===== src/rtl/finish_rr_arbiter.sv =====
// Round-robin arbiter that merges per-requester finish messages into a single
// one-entry output register. The entry refills in the same cycle it drains.
module finish_rr_arbiter #(
    parameter int unsigned N_REQ  = 4,
    parameter int unsigned XACT_W = 2,
    localparam int unsigned SRC_W = (N_REQ > 1) ? $clog2(N_REQ) : 1
) (
    input  logic                      clk,
    input  logic                      reset,
    input  logic [N_REQ-1:0]          in_valid,
    output logic [N_REQ-1:0]          in_ready,
    input  logic [N_REQ*XACT_W-1:0]   in_xact_id,
    input  logic [N_REQ-1:0]          in_manager_id,
    output logic                      out_valid,
    input  logic                      out_ready,
    output logic [XACT_W-1:0]         out_xact_id,
    output logic                      out_manager_id,
    output logic [SRC_W-1:0]          out_src,
    output logic [15:0]               grant_cnt
);

    logic              full_q;
    logic [XACT_W-1:0] xact_q;
    logic              mgr_q;
    logic [SRC_W-1:0]  src_q;
    logic [SRC_W-1:0]  rr_ptr_q;
    logic [15:0]       cnt_q;

    logic              acc_en;
    logic              any_valid;
    logic              enq;
    logic [SRC_W-1:0]  winner;
    logic [SRC_W-1:0]  idx;

    // Winner search: first valid requester starting at rr_ptr, wrapping.
    // Scanning from the far end lets the nearest valid index win last.
    always_comb begin
        winner    = '0;
        any_valid = 1'b0;
        idx       = '0;
        for (int k = N_REQ - 1; k >= 0; k--) begin
            idx = SRC_W'(rr_ptr_q + SRC_W'(k));
            if (in_valid[idx]) begin
                winner    = idx;
                any_valid = 1'b1;
            end
        end
    end

    // Handshake decode; no handshake may complete while reset is asserted.
    always_comb begin
        acc_en   = !full_q || out_ready;
        enq      = acc_en && any_valid && !reset;
        in_ready = '0;
        if (enq) begin
            in_ready[winner] = 1'b1;
        end
    end

    // Output register, round-robin pointer and grant counter.
    always_ff @(posedge clk) begin
        if (reset) begin
            full_q   <= 1'b0;
            xact_q   <= '0;
            mgr_q    <= 1'b0;
            src_q    <= '0;
            rr_ptr_q <= '0;
            cnt_q    <= '0;
        end else if (enq) begin
            full_q   <= 1'b1;
            xact_q   <= in_xact_id[winner*XACT_W +: XACT_W];
            mgr_q    <= in_manager_id[winner];
            src_q    <= winner;
            rr_ptr_q <= SRC_W'(winner + SRC_W'(1));
            cnt_q    <= cnt_q + 16'd1;
        end else if (full_q && out_ready) begin
            // Drain only: data registers keep their last value.
            full_q <= 1'b0;
        end
    end

    assign out_valid      = full_q;
    assign out_xact_id    = xact_q;
    assign out_manager_id = mgr_q;
    assign out_src        = src_q;
    assign grant_cnt      = cnt_q;

endmodule

===== config.mk =====
export PLATFORM = sky130hd
export DESIGN_NAME = finish_rr_arbiter
export DESIGN_NICKNAME = d
export VERILOG_FILES = /design/src/rtl/finish_rr_arbiter.sv
export SDC_FILE = /design/constraint.sdc
export NUM_CORES = 1
export LEC_CHECK = 0
export CAP_MARGIN = 20
export CORE_ASPECT_RATIO = 1.5
export CORE_MARGIN = 2
export CORE_UTILIZATION = 39
export CTS_CLUSTER_SIZE = 16
export DETAILED_ROUTE_END_ITERATION = 6
export PLACE_DENSITY = 0.74
export SLEW_MARGIN = 30
export SYNTH_ARGS = -nofsm -noshare
export SYNTH_HDL_FRONTEND = slang
export SYNTH_SLANG_ARGS = --single-unit

===== constraint.sdc =====
create_clock -name clk -period 1.95 [get_ports clk]
set_input_delay 0.39 -clock clk [delete_from_list [all_inputs] [get_ports clk]]
set_output_delay 0.39 -clock clk [all_outputs]
set_load 0.005 [all_outputs]

Yosys cells after proc, flatten, opt, wreduce, memory -nomap -nowiden
Index checks and enable logic that the tools add are counted.
{ "classes": {"add_sub_neg": 5, "reduce_logical": 8, "n_shift": 1, "order_cmp": 6, "n_mux": 23} }
{ "ops": {"columns": ["operator", "count"], "rows": [
  ["adder 16 x 1 -> 16 bit, second input constant", 1],
  ["less-than comparator 2 x 3 -> 1 bit, second input constant", 5],
  ["2-to-1 mux 1 bit", 12],
  ["binary-select mux 1 bit (select 2 bit)", 5],
  ["2-to-1 mux 2 bit", 4],
  ["indexed part select 8 x 4 -> 2 bit", 1],
  ["adder 2 x 1 -> 2 bit, second input constant", 2],
  ["adder 2 bit, second input constant", 2],
  ["logical AND 1 bit", 4],
  ["2-to-1 mux 4 bit", 1],
  ["demux 1 bit (select 2 bit)", 1],
  ["greater-or-equal comparator 2 x 1 -> 1 bit, second input constant", 1],
  ["zero test 1 bit", 2],
  ["nonzero test 2 bit", 1],
  ["logical OR 1 bit", 1]
]} }
{ "word_totals": {"regBits": 24, "out_inout_bits": 26, "wordCells": 49} }

Logic depth before layout (Yosys ltp)
{ "depth": {"depth_word": 12, "ltp_mapped": 6} }

Worst setup path before layout
OpenSTA, ideal clock, no wires.
{ "synth_path": {"kind": "reg-to-reg", "startpoint": "register rr_ptr_q[1]", "endpoint": "register xact_q[0], in the netlist out_xact_id[0]", "arrival_time_ps": 1727, "stages_incl_launch_ff": 6, "setup_slack_ps": 101, "cell_sequence": "dfxtp_1 mux2i_1 nor2_2 nor3_4 mux2_2 a311o_1"} }
{ "synth_between": {"elab_chain_cells": 9} }
{ "synth_rtl": {"columns": ["element", "line_no", "source"], "rows": [
  ["start: declaration", "26", "logic [SRC_W-1:0] rr_ptr_q;"],
  ["start signal: assignment", "74", "rr_ptr_q <= SRC_W'(winner + SRC_W'(1));"],
  ["parallel branches: the longest is 9 deep, another holds adder 2 bit", null, null],
  ["end signal: assignment", "71", "xact_q <= in_xact_id[winner*XACT_W +: XACT_W];"],
  ["end: declaration", "23", "logic [XACT_W-1:0] xact_q;"]
]} }
Parallel ways; which one is timed is not known. The select of a mux whose other input is x is not followed.
A chain may end at the register's enable or synchronous reset.

Worst setup path in the final report
{ "layout_path": {"startpoint": "register rr_ptr_q[1]", "endpoint": "output in_ready[0]"} }
{ "layout_between": {"elab_chain_cells": 12} }
{ "layout_rtl": {"columns": ["element", "line_no", "source"], "rows": [
  ["adder 2 bit", "42", "idx = SRC_W'(rr_ptr_q + SRC_W'(k));"],
  ["binary-select mux 1 bit (select 2 bit)", "43", "if (in_valid[idx]) begin"],
  ["2-to-1 mux 1 bit (not written as such)", "43", null],
  ["2-to-1 mux 2 bit (4 in series)", "43", null],
  ["less-than comparator 2 x 3 -> 1 bit (not written as such) or greater-or-equal comparator 2 x 1 -> 1 bit (tied branches)", "56", "in_ready[winner] = 1'b1;"],
  ["logical AND 1 bit (not written as such)", "56", null],
  ["2-to-1 mux 1 bit (not written as such)", "56", null],
  ["demux 1 bit (select 2 bit)", "56", null],
  ["2-to-1 mux 4 bit *", "55", "if (enq) begin"],
  ["end: declaration", "11", "output logic [N_REQ-1:0] in_ready,"]
]} }
Mark *: on every way between the ends. The rest lies on a longest branch, timed or not. The select of a mux whose other input is x is not followed.

==> flow_metrics.py <==
metrics = {
    "synth": {
        "avg_cell_area_syn_um2": 8.81,
        "post_synth_and_or_nand_nor_area_fraction": 0.314,
        "ys_top_cells_by_area": "sky130_fd_sc_hd__dfxtp_1, sky130_fd_sc_hd__xor2_1, sky130_fd_sc_hd__nor2_1",
        "netlist_instances": 140,
        "synthFlopType": "sky130_fd_sc_hd__dfxtp_1",
        "synth.yosys.warnings": 0,
        "synth_xor_xnor_area_share": 0.106,
        "synth.area.mux_share": 0.0355,
        "synth-edff-count": 0,
        "synth-seq-cells": 24,
        "netlist.top_cell.by_area": "sky130_fd_sc_hd__dfxtp_1",
        "synthArstFlopShare": 0,
        "synth_seq_area_share": 0.389,
        "yosys.cell_types.count": 36,
        "post-synth-top-area-fraction": 0.389,
        "synth-compound-area-share": 0.121,
        "mappedNetlistNets": 160,
        "synth-adder-area-share": 0.0101,
        "synth_area_um2": 1230,
        "combinational_family_with_the_most_area_after_synthesis": "simple AND/OR/NAND/NOR gates",
    },
    "power": {
        "power.static_leakage_nw": 0.792,
        "irDropWorstVdd_mv": 0.442,
        "p_per_area_nw_per_um2": 589,
    },
    "route": {
        "num_vias": 1296,
        "drcViolationCount": 0,
        "total_wirelength_mm": 3.51,
        "first_iter_violations": 37,
        "count_of_nets_left_with_antenna_violations_after_detail_routing": 0,
        "drt-wirelength-per-cell_um": 14.3,
        "drt_pass1_iterations": 4,
        "drt-vias-per-instance": 5.27,
    },
    "global_route": {
        "use_met3": 0.0246,
        "grt-ovfl-total": 0,
        "global_route_wire_length_before_repair_mm": 5.54,
        "busiest_layer": "met2",
        "global_route.usage.total": 0.197,
        "groute.layer.met1.usage": 0.183,
        "grt_antenna_before_repair": 0,
        "grt_start_max_net_pins": 23,
        "grt_pass1_vias": 1342,
        "met2_usage": 0.396,
    },
    "die": {
        "row_count": 25,
        "fp.dieArea_um2": 3640,
        "design.core.area_um2": 3100,
        "io_pins": 45,
        "fp.dieH_um": 72.9,
        "die_width_um": 49.9,
        "floorplan.initialDensity": 0.398,
    },
    "timing": {
        "grt_setup_unrepaired": "true",
        "fmaxAchievable_mhz": 512,
        "post-route-worst-setup-slack_ps": -1.68,
        "layout_worst_path_cycle_share": 1.00,
        "finalMaxSlewViolations": 0,
        "skew_ps": 2.31,
        "tightest_slew_ps": 314,
        "report.final.hold_viol_count": 0,
        "worst_slew_margin_rel": 0.789,
        "setup-violations-final": 1,
        "final.setup.tns_ps": -1.68,
        "finalWorstPathRequiredPeriod_ps": 1950,
    },
    "placed_design": {
        "cell_area_placed_um2": 1850,
        "finalWeightedCongestion": 0.807,
        "dp.final_hpwl_mm": 2.63,
        "portBuffers": 44,
    },
    "final_layout": {
        "final_net_count": 228,
        "mostFrequentLayoutCell": "sky130_fd_sc_hd__clkdlybuf4s50_1",
        "share_of_layout_cells_above_drive_strength_1": 0.277,
        "layout.cells.most_common_list": "sky130_fd_sc_hd__clkdlybuf4s50_1, sky130_fd_sc_hd__dfxtp_1, sky130_fd_sc_hd__buf_4, sky130_fd_sc_hd__nor2_1, sky130_fd_sc_hd__xor2_1",
        "final_standard_cell_area_without_fillers_um2": 2000,
        "antenna-diode-count": 0,
        "area.growth.synth_to_final_pct": 61.9,
    },
    "worst_setup_path": {
        "setup.worst_path.start_class": "flip-flop",
        "crit_arrival_ps": 1560,
        "timing.critical_path.to_type": "output port",
        "worst-endpoint-required_ps": 1560,
        "worstSetupPathType": "reg -> out",
        "worst-path-max-fanout": 5,
    },
    "min_path": {
        "hold_wc_path_type": "reg -> reg",
    },
    "outcome": {
        "outcome": "finished, violations left",
        "violations": "setup timing",
    },
    "clock_tree": {
        "tritoncts": "built",
        "cts.sink_count": 24,
        "cts_inserted_buffers": 3,
        "clock_tree.root_cell": "sky130_fd_sc_hd__clkbuf_8",
        "insertion_delay_ps": 270,
        "clock_path_buffers": 2,
        "htreeDepth": 1,
        "cts.clk_slew.worst_paths_ps": 80,
    },
    "job": {
        "max_cap_violations": 0,
    },
}
[critical path: stages, from the launching register on]
cell,delay [ps]
sky130_fd_sc_hd__dfxtp_4,370
sky130_fd_sc_hd__buf_4,140
sky130_fd_sc_hd__nand2b_4,150
sky130_fd_sc_hd__a21oi_4,180
sky130_fd_sc_hd__nor3_4,50
sky130_fd_sc_hd__buf_6,140
sky130_fd_sc_hd__nor3b_2,140
sky130_fd_sc_hd__buf_2,120
[layout make-up]
type,instances,area (um^2)
timing repair buffer,69,606
inverter,1,3.75
fill,254,1100
tap,40,50.0
sequential,24,484
multi-input combinational,109,812
clock buffer,3,41.3
[routing by layer]
metal  up-vias  share of wire  wire length, um
li1        628              -                -
met1       603           0.36             1280
met2        53           0.56             1950
met3        12          0.038              134
met4         0          0.040              142
met5         -              0                0
[final timing paths]
kind                                        to        start  slack, ps  cells past startpoint
worst min-delay path                out_src[0]   out_src[0]        450                      2
worst max-delay path               in_ready[0]  rr_ptr_q[1]         -2                      7
worst min register to register      out_src[0]   out_src[0]        450                      2
worst max register to register  out_xact_id[0]  rr_ptr_q[1]         40                      7
[sequential cells by signal, summed over array words and instances, names as in the netlist]
register,count
grant_cnt,16
out_src,2
out_xact_id,2
rr_ptr_q,2
out_manager_id,1
out_valid,1
[where the power goes]
group	switching, mW	leakage (nW)	internal (mW)	total (mW)
Combinational	0.147	0.574	0.197	0.344
Sequential	0.0236	0.196	0.519	0.543
Clock	0.152	0.0216	0.138	0.290
[synthesized netlist by cell type, types with 2 or more instances]
library cell / count
sky130_fd_sc_hd__mux2_1: 2
sky130_fd_sc_hd__o31ai_1: 3
sky130_fd_sc_hd__buf_2: 2
sky130_fd_sc_hd__a211oi_1: 4
sky130_fd_sc_hd__nand2_1: 10
sky130_fd_sc_hd__xor2_1: 12
sky130_fd_sc_hd__a311o_1: 3
sky130_fd_sc_hd__nand2b_1: 2
sky130_fd_sc_hd__xnor2_1: 3
sky130_fd_sc_hd__clkbuf_1: 4
sky130_fd_sc_hd__nand4_1: 9
sky130_fd_sc_hd__and3_1: 6
sky130_fd_sc_hd__a21oi_1: 3
sky130_fd_sc_hd__or3_1: 2
sky130_fd_sc_hd__nand3_1: 4
sky130_fd_sc_hd__nor2b_1: 3
sky130_fd_sc_hd__or2_2: 2
sky130_fd_sc_hd__o21ai_0: 4
sky130_fd_sc_hd__nor3_1: 2
sky130_fd_sc_hd__dfxtp_1: 24
sky130_fd_sc_hd__nor2_1: 18
sky130_fd_sc_hd__nor3b_1: 4
[kinds of logic (layout without fill, tap and decap cells)]
kind of cell | after synthesis | count (layout)
AOI/OAI and AO/OA | 21 | 21
muxes | 4 | 4
xor gates and xnor gates | 15 | 15
and+or+nand+nor | 68 | 68
adders and majority gates | 1 | 1
DFF | 24 | 24
buffers and inverters | 7 | 73
[per-stage QoR]
step	util	setup WS [ps]	std cells	total power [mW]	hold slack [ps]
3_3_place_gp	0.596	-600	237	0.837	432
5_1_grt	0.645	-53.5	246	1.22	467
6_report	0.645	-1.68	246	1.18	448
2_1_floorplan	-	101	140	0.676	439
3_5_place_dp	0.596	-646	237	0.848	440
4_1_cts	0.635	1.45	245	1.15	453
[repair_timing]
item	4_1_cts	5_1_grt
setup endpoints to repair	8	7
resized for setup	35	13
hold buffers	0	0
setup buffers	6	1
pin swaps	7	6
Power figures use the tool's default switching activity.
